`src/rtl/pc_pkg.sv`:
```
// Shared types and default widths for the fetch-stage program counter.
package pc_pkg;

    localparam int unsigned DEFAULT_D  = 8;
    localparam int unsigned DEFAULT_OW = 6;
    localparam int unsigned DEFAULT_SD = 4;

    typedef enum logic [2:0] {
        PC_HOLD,
        PC_INC,
        PC_JUMP,
        PC_BRANCH,
        PC_CALL,
        PC_RET
    } pc_src_e;

endpackage

```
`src/rtl/pc_stack_if.sv`:
```
// Control-decoder / instruction-memory side signals of the program counter.
interface pc_stack_if
    import pc_pkg::*;
#(
    parameter int unsigned D  = DEFAULT_D,
    parameter int unsigned OW = DEFAULT_OW,
    parameter int unsigned SD = DEFAULT_SD
);
    localparam int unsigned CW = $clog2(SD + 1);

    logic          stall;
    logic          jump_en;
    logic          branch_en;
    logic          call_en;
    logic          ret_en;
    logic [D-1:0]  target;
    logic [OW-1:0] offset;
    logic [D-1:0]  prog_ctr;
    logic [CW-1:0] stack_depth;
    logic          overflow;
    logic          underflow;

    modport master (
        output stall, jump_en, branch_en, call_en, ret_en, target, offset,
        input  prog_ctr, stack_depth, overflow, underflow
    );

    modport slave (
        input  stall, jump_en, branch_en, call_en, ret_en, target, offset,
        output prog_ctr, stack_depth, overflow, underflow
    );

endinterface

```
`src/rtl/ret_stack.sv`:
```
// LIFO return-address stack; push is ignored when full, pop when empty.
module ret_stack #(
    parameter int unsigned DW = 8,
    parameter int unsigned SD = 4,
    localparam int unsigned CW = $clog2(SD + 1),
    localparam int unsigned AW = (SD > 1) ? $clog2(SD) : 1
) (
    input  logic          clk,
    input  logic          reset,
    input  logic          i_push,
    input  logic          i_pop,
    input  logic [DW-1:0] i_push_data,
    output logic [DW-1:0] o_top,
    output logic [CW-1:0] o_depth,
    output logic          o_full,
    output logic          o_empty
);

    logic [DW-1:0] r_mem [SD];
    logic [CW-1:0] r_depth;
    logic [CW-1:0] w_depth_m1;
    logic [AW-1:0] w_wr_idx;
    logic [AW-1:0] w_top_idx;

    assign w_depth_m1 = r_depth - CW'(1);
    assign w_wr_idx   = w_wr_idx_f(r_depth);
    assign w_top_idx  = w_wr_idx_f(w_depth_m1);
    assign o_full     = (r_depth == CW'(SD));
    assign o_empty    = (r_depth == '0);
    assign o_depth    = r_depth;
    assign o_top      = r_mem[w_top_idx];

    function automatic logic [AW-1:0] w_wr_idx_f(input logic [CW-1:0] d);
        return AW'(d);
    endfunction

    always_ff @(posedge clk) begin
        if (reset) begin
            r_depth <= '0;
        end else if (i_push && !o_full) begin
            r_depth <= r_depth + CW'(1);
        end else if (i_pop && !o_empty) begin
            r_depth <= w_depth_m1;
        end
    end

    // Entry contents need no reset; only depth defines validity.
    always_ff @(posedge clk) begin
        if (!reset && i_push && !o_full) begin
            r_mem[w_wr_idx] <= i_push_data;
        end
    end

endmodule

```
`src/rtl/pc_stack.sv`:
```
// Fetch-stage program counter with relative branches, call/return stack and stall.
module pc_stack
    import pc_pkg::*;
#(
    parameter int unsigned D  = DEFAULT_D,
    parameter int unsigned OW = DEFAULT_OW,
    parameter int unsigned SD = DEFAULT_SD
) (
    input  logic       clk,
    input  logic       reset,
    pc_stack_if.slave  bus
);

    localparam int unsigned CW = $clog2(SD + 1);

    pc_src_e       w_src;
    logic [D-1:0]  r_pc;
    logic [D-1:0]  w_pc_next;
    logic [D-1:0]  w_inc;
    logic [D-1:0]  w_off_ext;
    logic [D-1:0]  w_top;
    logic [CW-1:0] w_depth;
    logic          w_full;
    logic          w_empty;
    logic          w_push;
    logic          w_pop;
    logic          r_overflow;
    logic          r_underflow;

    always_comb begin
        w_src = PC_INC;
        if (bus.stall) begin
            w_src = PC_HOLD;
        end else if (bus.ret_en) begin
            w_src = PC_RET;
        end else if (bus.call_en) begin
            w_src = PC_CALL;
        end else if (bus.jump_en) begin
            w_src = PC_JUMP;
        end else if (bus.branch_en) begin
            w_src = PC_BRANCH;
        end
    end

    assign w_inc     = r_pc + D'(1);
    assign w_off_ext = D'($signed(bus.offset));
    assign w_push    = (w_src == PC_CALL);
    assign w_pop     = (w_src == PC_RET);

    always_comb begin
        w_pc_next = r_pc;
        unique case (w_src)
            PC_HOLD:          w_pc_next = r_pc;
            PC_INC:           w_pc_next = w_inc;
            PC_JUMP, PC_CALL: w_pc_next = bus.target;
            PC_BRANCH:        w_pc_next = r_pc + w_off_ext;
            // A return with nothing to pop falls through to the next instruction.
            PC_RET:           w_pc_next = w_empty ? w_inc : w_top;
            default:          w_pc_next = r_pc;
        endcase
    end

    always_ff @(posedge clk) begin
        if (reset) begin
            r_pc        <= '0;
            r_overflow  <= 1'b0;
            r_underflow <= 1'b0;
        end else begin
            r_pc        <= w_pc_next;
            r_overflow  <= r_overflow | (w_push & w_full);
            r_underflow <= r_underflow | (w_pop & w_empty);
        end
    end

    ret_stack #(
        .DW (D),
        .SD (SD)
    ) u_ret_stack (
        .clk         (clk),
        .reset       (reset),
        .i_push      (w_push),
        .i_pop       (w_pop),
        .i_push_data (w_inc),
        .o_top       (w_top),
        .o_depth     (w_depth),
        .o_full      (w_full),
        .o_empty     (w_empty)
    );

    assign bus.prog_ctr    = r_pc;
    assign bus.stack_depth = w_depth;
    assign bus.overflow    = r_overflow;
    assign bus.underflow   = r_underflow;

endmodule

```
`src/flat_wrapper.sv`:
```
// flat-port wrapper written by rule: the top's interface ports become plain ports
module pc_stack_flat import pc_pkg::*;
#(
    parameter int unsigned D  = DEFAULT_D,
    parameter int unsigned OW = DEFAULT_OW,
    parameter int unsigned SD = DEFAULT_SD
)
  (clk, reset, bus_stall, bus_jump_en, bus_branch_en, bus_call_en, bus_ret_en, bus_target, bus_offset, bus_prog_ctr, bus_stack_depth, bus_overflow, bus_underflow);
  pc_stack_if #(.D(D), .OW(OW), .SD(SD)) bus_i ();
  input  logic clk;
  input  logic reset;
  input wire logic [$bits(bus_i.stall)-1:0] bus_stall;
  input wire logic [$bits(bus_i.jump_en)-1:0] bus_jump_en;
  input wire logic [$bits(bus_i.branch_en)-1:0] bus_branch_en;
  input wire logic [$bits(bus_i.call_en)-1:0] bus_call_en;
  input wire logic [$bits(bus_i.ret_en)-1:0] bus_ret_en;
  input wire logic [$bits(bus_i.target)-1:0] bus_target;
  input wire logic [$bits(bus_i.offset)-1:0] bus_offset;
  output wire logic [$bits(bus_i.prog_ctr)-1:0] bus_prog_ctr;
  output wire logic [$bits(bus_i.stack_depth)-1:0] bus_stack_depth;
  output wire logic [$bits(bus_i.overflow)-1:0] bus_overflow;
  output wire logic [$bits(bus_i.underflow)-1:0] bus_underflow;
  assign bus_i.stall = bus_stall;
  assign bus_i.jump_en = bus_jump_en;
  assign bus_i.branch_en = bus_branch_en;
  assign bus_i.call_en = bus_call_en;
  assign bus_i.ret_en = bus_ret_en;
  assign bus_i.target = bus_target;
  assign bus_i.offset = bus_offset;
  assign bus_prog_ctr = bus_i.prog_ctr;
  assign bus_stack_depth = bus_i.stack_depth;
  assign bus_overflow = bus_i.overflow;
  assign bus_underflow = bus_i.underflow;
  pc_stack #(.D(D), .OW(OW), .SD(SD)) u_core (.clk(clk), .reset(reset), .bus(bus_i));
endmodule
```
`config.mk`:
```
export PLATFORM = sky130hd
export DESIGN_NAME = pc_stack_flat
export DESIGN_NICKNAME = d
export VERILOG_FILES = /design/src/rtl/pc_pkg.sv /design/src/rtl/pc_stack_if.sv /design/src/rtl/ret_stack.sv /design/src/rtl/pc_stack.sv /design/src/flat_wrapper.sv
export SDC_FILE = /design/constraint.sdc
export NUM_CORES = 1
export LEC_CHECK = 0
export BUFFER_PORTS_ARGS = -buffer_cell sky130_fd_sc_hd__buf_2
export CORE_ASPECT_RATIO = 0.7
export CORE_MARGIN = 2
export CORE_UTILIZATION = 50
export CTS_CLUSTER_SIZE = 8
export DETAILED_ROUTE_END_ITERATION = 10
export PLACE_DENSITY = 0.75
export SLEW_MARGIN = 20
export SYNTH_ARGS = -nofsm -noshare
export SYNTH_HDL_FRONTEND = slang
export SYNTH_SLANG_ARGS = --single-unit
```
`constraint.sdc`:
```
create_clock -name clk -period 2.59 [get_ports clk]
set_input_delay 0.259 -clock clk [delete_from_list [all_inputs] [get_ports clk]]
set_output_delay 0.259 -clock clk [all_outputs]
set_load 0.01 [all_outputs]
```
==> results.tsv <==
stage	metric	value	unit
cts	htree depth	2	
cts	hold_buf cts	0	
floorplanning	Die X	88.0	µm
sta	Worst Clk Skew	12.6	ps
logic_synthesis	Warnings, synthesis	0	
power	Final Power	1.78	mW
sta	Slew headroom	66.1	%
finish	FILL cells	410	
logic_synthesis	largest cells by area after synthesis	edfxtp_1, dfxtp_1, ha_1, mux4_1, a21oi_1	
worst_setup_path	CP arrival	2420	ps
power	P_leak	1.11	nW
detailed_routing	Final ANT Viol Nets	0	
finish	# diodes	0	
cts	CTS-repair resized insts	0	
global_route	vias in the first global route	1579	
detailed_routing	Vias per Instance	5.76	
placed_design	Buffers on Ports	33	
logic_synthesis	number of library cell types mapped by synthesis	44	
sta	Final Setup Violations	0	
floorplanning	Std-Cell Rows	21	
sta	Sum Neg Setup Slack	0	ps
floorplanning	die area	5530	µm²
cts	CTS tree	yes	
logic_synthesis	Synth top area share	38.9	%
finish	Final #Nets	275	
global_route	initial antenna violation count	0	
cts	CTS Buffer Depth	2	
global_route	GRT overflow	0	
power	peak supply drop	359	µV
placed_design	pre-CTS setup slack	388	ps
placed_design	Post-Place Cell Area	2700	µm²
finish	Non-Filler Instances	310	
logic_synthesis	#FFs+latches synth	45	
sta	Final period util	85.8	%
cts	Clock Sinks	45	
worst_setup_path	Worst setup EP type	flop	
cts	Root Driver	clkbuf_8	
worst_setup_path	Worst Path Max Fanout	6	
sta	fmax	450	MHz
floorplanning	Chip Height	62.8	µm
worst_setup_path	crit path kind	reg -> reg	
worst_setup_path	Cell Chain, Critical Path	ha_1, inv_1, fa_1, nor2b_1, o31a_1, o21a_1, or3_1, a31oi_1, a2111oi_1	
detailed_routing	DRT iter0 DRCs	130	
logic_synthesis	post-synth top area cell	edfxtp_1	
cts	CTS Buf Count	5	
global_route	first-pass GRT wire length	8.11	mm
sta	Fin Hold WS	305	ps
run_status	outcome	finished clean	
logic_synthesis	sequential share of the synthesized area	49.4	%
worst_setup_path	Crit path max-delay family	compound AO/OA/AOI/OAI gates	
finish	fraction of layout cells with a size suffix above 1	22.4	%
detailed_routing	Vias	1785	
logic_synthesis	syn nets	240	
worst_setup_path	CP required	2790	ps
worst_setup_path	Buf/Inv on CP	1	
placed_design	gp weighted congestion	0.899	
worst_setup_path	Worst Setup Start Kind	flop	
cts	CTS clk-pin slew, worst paths	90	ps
sta	final hold vios	0	
worst_setup_path	CP max stage cell	dfxtp_1	
logic_synthesis	Syn Inst Count	205	
sta	Pins Over Slew Limit	0	
placed_design	DP Cell Count	302	
global_route	largest net degree at the start of global routing	22	
sta	Slew @ Worst Pin	508	ps
finish	synthesis-to-layout area growth	14.5	%
logic_synthesis	Avg Cell Area, Syn	12.1	µm²
detailed_routing	drt pass-1 iters	4	
sta	RSZ-0062 raised after global routing	no	
job	Max-Cap Viols	0	
floorplanning	# IOs	34	
finish	Design Area, Final	2830	µm²
finish	Core Util, Final	59.2	%
cts	worst-skew pair later-pin latency	310	ps
detailed_routing	WL/cell	16.8	µm
placed_design	HPWL Detailed	3.80	mm
floorplanning	Core Region	4780	µm²
cts	Post-CTS Setup Bufs	0	
floorplanning	Starting Density	51.7	%
hold_path	Tightest Hold Check Type	in -> reg	
detailed_routing	routed wire length	5.21	mm
power	Pwr Density	631	nW/µm²
logic_synthesis	Netlist Area Pre-Place	2470	µm²
global_route	Overall Global Routing Usage	19.7	%
sta	Period minus WS final	2220	ps
sta	final setup margin	367	ps
detailed_routing	DRC viols	0	
worst_setup_path	CP max stage delay	440	ps
## per-layer routing
| layer | vias to the layer above | global-route usage (%) | part of all wire, % |
|---|---|---|---|
| li1 | 853 | - | - |
| met1 | 849 | 31.2 | 48 |
| met2 | 80 | 26.5 | 42 |
| met3 | 3 | 6.08 | 9.0 |
| met4 | 0 | 3.60 | 0.63 |
| met5 | - | 0 | 0 |
## flip-flops by register name, indices dropped and copies added (netlist names)
signal                      flops
u_core.bus.overflow             1
u_core.u_ret_stack.o_depth      3
u_core.bus.underflow            1
u_core.u_ret_stack.r_mem       32
u_core.bus.prog_ctr             8
## cells by family after synthesis
group	synth area share (%)
compound gates	16.6
fa+ha+maj	7.39
flops	49.4
simple gates	10.2
buf+inv	3.95
mux	8.20
xor+xnor	4.25
## power breakdown
group          total, mW  internal (mW)  switching, mW
Sequential         0.820          0.798         0.0214
Combinational      0.337          0.150          0.187
Clock              0.628          0.383          0.245
Total               1.78           1.33          0.453
## layout by cell type (no fill, tap or decap), types with 2 or more instances in the layout
| cell type | count |
|---|---|
| buf_2 | 33 |
| edfxtp_1 | 32 |
| a21oi_1 | 14 |
| inv_1 | 13 |
| ha_1 | 13 |
| dfxtp_1 | 13 |
| nor2_1 | 11 |
| xnor2_1 | 8 |
| o21ai_0 | 8 |
| nand3_1 | 6 |
| nor2b_1 | 6 |
| mux4_1 | 6 |
| a211oi_1 | 6 |
| and3_1 | 5 |
| clkbuf_8 | 5 |
| xor2_1 | 4 |
| nand2_1 | 4 |
| and2_1 | 4 |
| a221oi_1 | 4 |
| nor3_1 | 4 |
| a31oi_1 | 4 |
| o21a_1 | 4 |
| a21o_1 | 3 |
| a221o_1 | 3 |
| buf_4 | 3 |
| and3_2 | 2 |
| o21ba_2 | 2 |
| mux4_2 | 2 |
| bufinv_16 | 2 |
## cell usage after synthesis, drive strengths merged
cell type	n
ha	13
a41oi	1
a22oi	1
o221ai	1
o21ai	9
o31a	1
a31oi	4
and3	7
xnor2	8
o211a	1
fa	1
a2111oi	1
inv	13
nor2b	6
nand3b	1
o21a	4
mux4	8
dfxtp	13
nor2	12
buf	5
clkbuf	3
xor2	4
a21o	3
o21bai	1
nand2b	1
nand2	4
o311ai	1
a221o	3
or3	2
a221oi	4
nor3	4
a211oi	6
o21ba	2
a21oi	15
nand3	6
edfxtp	32
and2	4
## layout make-up
type	count	area [µm²]	area share, %
Inverter	13	48.8	1.72
Sequential cell	45	1220	43.1
Clock inverter	3	65.1	2.30
Clock buffer	5	68.8	2.43
Timing Repair Buffer	36	188	6.63
Multi-Input combinational cell	139	1150	40.7
Tap cell	69	86.3	3.05
## worst reg2reg max path, delay by kind of cell, from the launching register on
kind,cells,cell delay [ps]
AO/OA/AOI/OAI,4,730
adder cells (fa/ha/maj),2,570
flip-flops,1,440
AND/OR/NAND/NOR,2,330
buffers and inverters,1,50
## worst paths after layout
check / start / end / slack [ps] / cells past startpoint
worst max-delay path: u_core.bus.prog_ctr[0] / u_core.bus.prog_ctr[6] / 370 / 9
worst max register to register: u_core.bus.prog_ctr[0] / u_core.bus.prog_ctr[6] / 370 / 9
worst min-delay path: reset / u_core.bus.overflow / 300 / 2
worst min register to register: u_core.bus.underflow / u_core.bus.underflow / 450 / 2
No activity file was read; power rests on OpenSTA's default activity.
